<file path="src/rtl/led_port_pkg.sv">
// Shared register map and bus-lane constants for the LED output port.
package led_port_pkg;

   localparam int unsigned LANE_W    = 8;
   localparam int unsigned NUM_LANES = 4;
   localparam int unsigned BUS_W     = LANE_W * NUM_LANES;

   typedef enum logic [1:0] {
      REG_DATA  = 2'd0,
      REG_SET   = 2'd1,
      REG_CLEAR = 2'd2,
      REG_BLINK = 2'd3
   } reg_addr_e;

   // Expand per-lane byte enables into a per-bit write mask.
   function automatic logic [BUS_W-1:0] lane_mask(input logic [NUM_LANES-1:0] be);
      logic [BUS_W-1:0] m;
      m = '0;
      for (int k = 0; k < int'(NUM_LANES); k++) begin
         m[k*LANE_W +: LANE_W] = {LANE_W{be[k]}};
      end
      return m;
   endfunction

endpackage

</file>
<file path="src/rtl/blink_timer.sv">
// Free-running half-period counter producing the blink phase.
module blink_timer
   import led_port_pkg::*;
#(
   parameter int BLINK_CYCLES = 25000000
) (
   input  logic clk,
   input  logic reset,
   input  logic restart,
   output logic phase
);

   localparam int unsigned CW = (BLINK_CYCLES > 1) ? $clog2(BLINK_CYCLES) : 1;
   localparam logic [CW-1:0] LAST = CW'(BLINK_CYCLES - 1);

   logic [CW-1:0] count;

   // Count every clock; restart beats wrap so a rewrite always starts a full lit half-period.
   always_ff @(posedge clk) begin
      if (reset || restart) begin
         count <= '0;
         phase <= 1'b1;
      end else if (count == LAST) begin
         count <= '0;
         phase <= ~phase;
      end else begin
         count <= count + CW'(1);
      end
   end

endmodule

</file>
<file path="src/rtl/led_output_port.sv">
// Memory-mapped LED port with data/set/clear/blink-mask registers.
module led_output_port
   import led_port_pkg::*;
#(
   parameter int DW           = 9,
   parameter int BLINK_CYCLES = 25000000
) (
   input  logic          clk,
   input  logic          reset,
   input  logic [1:0]    address,
   input  logic [3:0]    byteenable,
   input  logic          chipselect,
   input  logic          read,
   input  logic          write,
   input  logic [31:0]   writedata,
   output logic [31:0]   readdata,
   output logic [DW:0]   LEDR
);

   localparam int unsigned W = DW + 1;

   logic [W-1:0]     data;
   logic [W-1:0]     mask;
   logic [BUS_W-1:0] be_bits;
   logic             wr_en;
   logic             rd_en;
   logic             restart;
   logic             phase;

   assign be_bits = lane_mask(byteenable);
   assign wr_en   = chipselect & write;
   assign rd_en   = chipselect & read;
   assign restart = wr_en & (address == REG_BLINK) & (|byteenable);

   blink_timer #(
      .BLINK_CYCLES (BLINK_CYCLES)
   ) u_blink_timer (
      .clk     (clk),
      .reset   (reset),
      .restart (restart),
      .phase   (phase)
   );

   // Register writes, done at bus width so bits above DW simply fall away.
   always_ff @(posedge clk) begin
      if (reset) begin
         data <= '0;
         mask <= '0;
      end else if (wr_en) begin
         case (address)
            REG_DATA:  data <= W'((32'(data) & ~be_bits) | (writedata & be_bits));
            REG_SET:   data <= W'(32'(data) | (writedata & be_bits));
            REG_CLEAR: data <= W'(32'(data) & ~(writedata & be_bits));
            REG_BLINK: mask <= W'((32'(mask) & ~be_bits) | (writedata & be_bits));
            default:   ;
         endcase
      end
   end

   // Read data reflects register state before any same-edge write.
   always_ff @(posedge clk) begin
      if (reset) begin
         readdata <= '0;
      end else if (rd_en) begin
         case (address)
            REG_DATA:  readdata <= 32'(data);
            REG_BLINK: readdata <= 32'(mask);
            default:   readdata <= '0;
         endcase
      end
   end

   // Masked bits go dark during the off phase.
   always_ff @(posedge clk) begin
      if (reset) begin
         LEDR <= '0;
      end else begin
         LEDR <= data & ~(mask & {W{~phase}});
      end
   end

endmodule

</file>
<file path="config.mk">
export PLATFORM = sky130hd
export DESIGN_NAME = led_output_port
export DESIGN_NICKNAME = d
export VERILOG_FILES = /design/src/rtl/led_port_pkg.sv /design/src/rtl/blink_timer.sv /design/src/rtl/led_output_port.sv
export SDC_FILE = /design/constraint.sdc
export NUM_CORES = 1
export LEC_CHECK = 0
export CAP_MARGIN = 20
export CORE_AREA = 3 3 69 119
export DETAILED_ROUTE_END_ITERATION = 16
export DIE_AREA = 0 0 72 122
export PLACE_DENSITY = 0.8
export SETUP_SLACK_MARGIN = 0.4
export SYNTH_ARGS = -nofsm -noshare
export SYNTH_HDL_FRONTEND = slang
export SYNTH_HIERARCHICAL = 1
export SYNTH_SLANG_ARGS = --single-unit
</file>
<file path="constraint.sdc">
create_clock -name clk -period 1.8 [get_ports clk]
set_input_delay 0.27 -clock clk [delete_from_list [all_inputs] [get_ports clk]]
set_output_delay 0.27 -clock clk [all_outputs]
set_load 0.05 [all_outputs]
</file>
==> impl_metrics.toml <==
[critical_path]
cp.required_ps = 2080
crit_path_top_delay_cell = "dfxtp_4"
r2r_slack_ps = 210
cp_cell_sequence = "buf_6, and4bb_2, nand4_1, buf_4, or3_1, nand3_1"
path_class = "flip-flop to flip-flop"
startpoint_type = "flip-flop"
cpPeakStageDelay_ps = 360
worstPathArrival_ps = 1860
cp_max_fo = 3
crit_buf_inv = 2
crit_path_end_kind = "flip-flop"
cp_top_family = "simple AND/OR/NAND/NOR gates"

[clock_network]
insertion_delay_ps = 330
clkSinkCount = 66
cts_tree = "yes"
clk_pin_slew_ps = 60
cts-root-buf = "clkbuf_16"
cts_max_path_buffers = 2
hold_buffers = 0
htreeDepth = 3
numCtsBuffers = 9

[timing]
rsz0062_at_grt = "yes"
fmax_mhz = 630
final_max_slew_viol_count = 0
hold_slack_ps = 444
clock_skew_ps = 5.26
post-route-period-util_pct = 88.2
final_hold_viol_count = 0
setup_tns_ps = 0
post-route-min-period_ps = 1590
finalSetupViolCount = 0
fin_ws_ps = 212

[drt]
vias = 2835
drt_pass1_iterations = 4
antenna_left = 0
drcViolationCount = 0
totalWireLength_um = 8220
drt_iter0_drc = 174
viasPerCell = 5.56
drt-wirelength-per-cell_um = 16.1

[grt]
grt_pass1_vias = 2885
grt_pass1_wl_um = 13100
grt_overflow = 0
grt.total_usage_pct = 19.3
antenna_found_initial = 0
grt_max_degree = 29

[logic_synthesis]
ys_seq_area_share_pct = 42.4
yosys.area_share.simple_pct = 21.9
synth_warnings = 6
synthMuxAreaShare_pct = 0.642
avgSynthCellArea_um2 = 9.02
synth-compound-area-share_pct = 18.5
synthXorXnorAreaFrac_pct = 4.21
syn_area_um2 = 3120
ys.flop_type = "dfxtp_1"
ys_seq_elements = 66
synth_fa_ha_area_share_pct = 2.41
synth_edf_count = 0
async_flop_share_pct = 0
yosysUniqueCellTypes = 43
syn_inst = 346
synth_top_family_by_area = "simple AND/OR/NAND/NOR gates"

[pwr]
pwr-share-clk_pct = 50.6
pwr-share-seq_pct = 40.0
p_per_area_nw_per_um2 = 864
leakagePower_nw = 1.59
intPower_mw = 2.82
pwr-share-comb_pct = 9.4
peakVddDrop_uv = 609
netSwitchingPower_uw = 907
p_sw_share_pct = 24.3

[job]
max_cap_violations = 0

[cells_and_area]
nets = 468
drive_above_1_share_pct = 32.1
area_growth_pct = 38.2
diodes = 0
final_area_um2 = 4310
final-instance-count-excl-fill = 510

[placed_design]
placed_area_um2 = 3690
portBuffers = 40
gp_congestion = 0.796
place_ws_ps = -165
place_hpwl_um = 5390
post-place-cells = 480

[min_path]
hp-class = "flip-flop to flip-flop"

[die]
die_width_um = 72
die_y_um = 122
fp.dieArea_um2 = 8780
initial_core_util_pct = 42.5
num_rows = 41
io_pins = 85
core_um2 = 7340

[status]
status = "complete, no violations"
layer usage:
metal,track usage (%),vias up,wire length (um)
li1,-,1338,-
met1,17.2,1378,2810
met2,37.9,92,4740
met3,4.21,27,336
met4,11.6,0,330
met5,0,-,0
cells by family after synthesis:
kind of cell	Yosys count
compound gates	75
buf+inv	53
xor+xnor	15
mux	2
flops	66
other cells	1
fa+ha+maj	6
simple gates	128
synthesized netlist by cell type, types with 2 or more instances:
cell type | count | area [um^2]
dfxtp_1 | 66 | 1320
nand2_1 | 34 | 128
nor2_1 | 33 | 124
a21oi_1 | 23 | 115
buf_4 | 23 | 173
inv_1 | 15 | 56.3
nand3_1 | 13 | 65.1
xnor2_1 | 11 | 96.3
a22o_1 | 10 | 87.6
a22oi_1 | 10 | 75.1
nand4_1 | 10 | 62.6
o21a_1 | 10 | 75.1
o32ai_2 | 8 | 130
clkbuf_1 | 7 | 26.3
nor3_1 | 7 | 35.0
o31ai_1 | 7 | 52.6
ha_1 | 6 | 75.1
and3_1 | 5 | 31.3
nor4_1 | 5 | 31.3
buf_2 | 4 | 20.0
o21ai_0 | 4 | 20.0
or4_1 | 4 | 30.0
xor2_1 | 4 | 35.0
a21oi_2 | 2 | 17.5
and4b_1 | 2 | 20.0
buf_6 | 2 | 22.5
mux2i_1 | 2 | 20.0
nor4b_1 | 2 | 17.5
or3_1 | 2 | 12.5
or4_4 | 2 | 22.5
final timing paths:
kind                                start                      to  depth (start not counted)
setup reg to reg  u_blink_timer/count[10]     u_blink_timer/phase                          6
setup / recovery  u_blink_timer/count[10]     u_blink_timer/phase                          6
hold / removal     u_blink_timer/count[0]  u_blink_timer/count[0]                          1
hold reg to reg    u_blink_timer/count[0]  u_blink_timer/count[0]                          1
worst reg2reg max path: cells and delay by family (launching register included):
family	cells	cell delay, ps
flip-flops	1	360
AND/OR/NAND/NOR	4	860
buffers and inverters	2	320
what timing repair did:
action,CTS,global route
resized for setup,84,33
endpoints found under the setup margin,65,26
cloned,3,0
setup buffers,10,1
hold endpoints to repair,0,0
pin swaps,15,12
power by group through the flow:
stage | Clock, mW | Combinational [mW] | Sequential (mW)
floorplan | 0 | 0.246 | 1.53
global placement | 0 | 0.322 | 1.52
detailed placement | 0 | 0.326 | 1.52
CTS | 1.92 | 0.341 | 1.49
global route | 1.97 | 0.372 | 1.49
finish | 1.89 | 0.349 | 1.49
stage by stage:
stage          util [%]  power, mW
2_1_floorplan         -       1.78
3_3_place_gp       50.2       1.84
3_5_place_dp       50.2       1.85
4_1_cts            57.3       3.76
5_1_grt            58.8       3.83
6_report           58.8       3.73
cells in the final DEF (no fill, tap or decap), types with 6 or more instances in the layout:
cell type | synthesis | layout
nand3_1 | 13 | 11
dfxtp_1 | 66 | 51
inv_1 | 15 | 15
o21a_1 | 10 | 10
conb_1 | 1 | 22
a22o_1 | 10 | 10
clkdlybuf4s50_1 | 0 | 17
nor2_1 | 33 | 20
o32ai_2 | 8 | 8
dfxtp_2 | 0 | 9
buf_6 | 2 | 8
nand4_1 | 10 | 10
nor2_2 | 0 | 12
nand2_1 | 34 | 32
a21oi_1 | 23 | 20
clkbuf_16 | 0 | 11
dfxtp_4 | 0 | 6
clkdlybuf4s15_2 | 0 | 19
buf_4 | 23 | 28
xnor2_1 | 11 | 11
a22oi_1 | 10 | 10
nor3_1 | 7 | 7
layout make-up:
cell class | instances | area, um^2
Clock inverter | 5 | 57.6
Fill cell | 600 | 3020
Timing Repair Buffer | 76 | 716
Tap cell | 86 | 108
Clock buffer | 11 | 275
Multi-Input combinational cell | 250 | 1740
Inverter | 16 | 60.1
Sequential cell | 66 | 1360
Power figures use the tool's default switching activity.
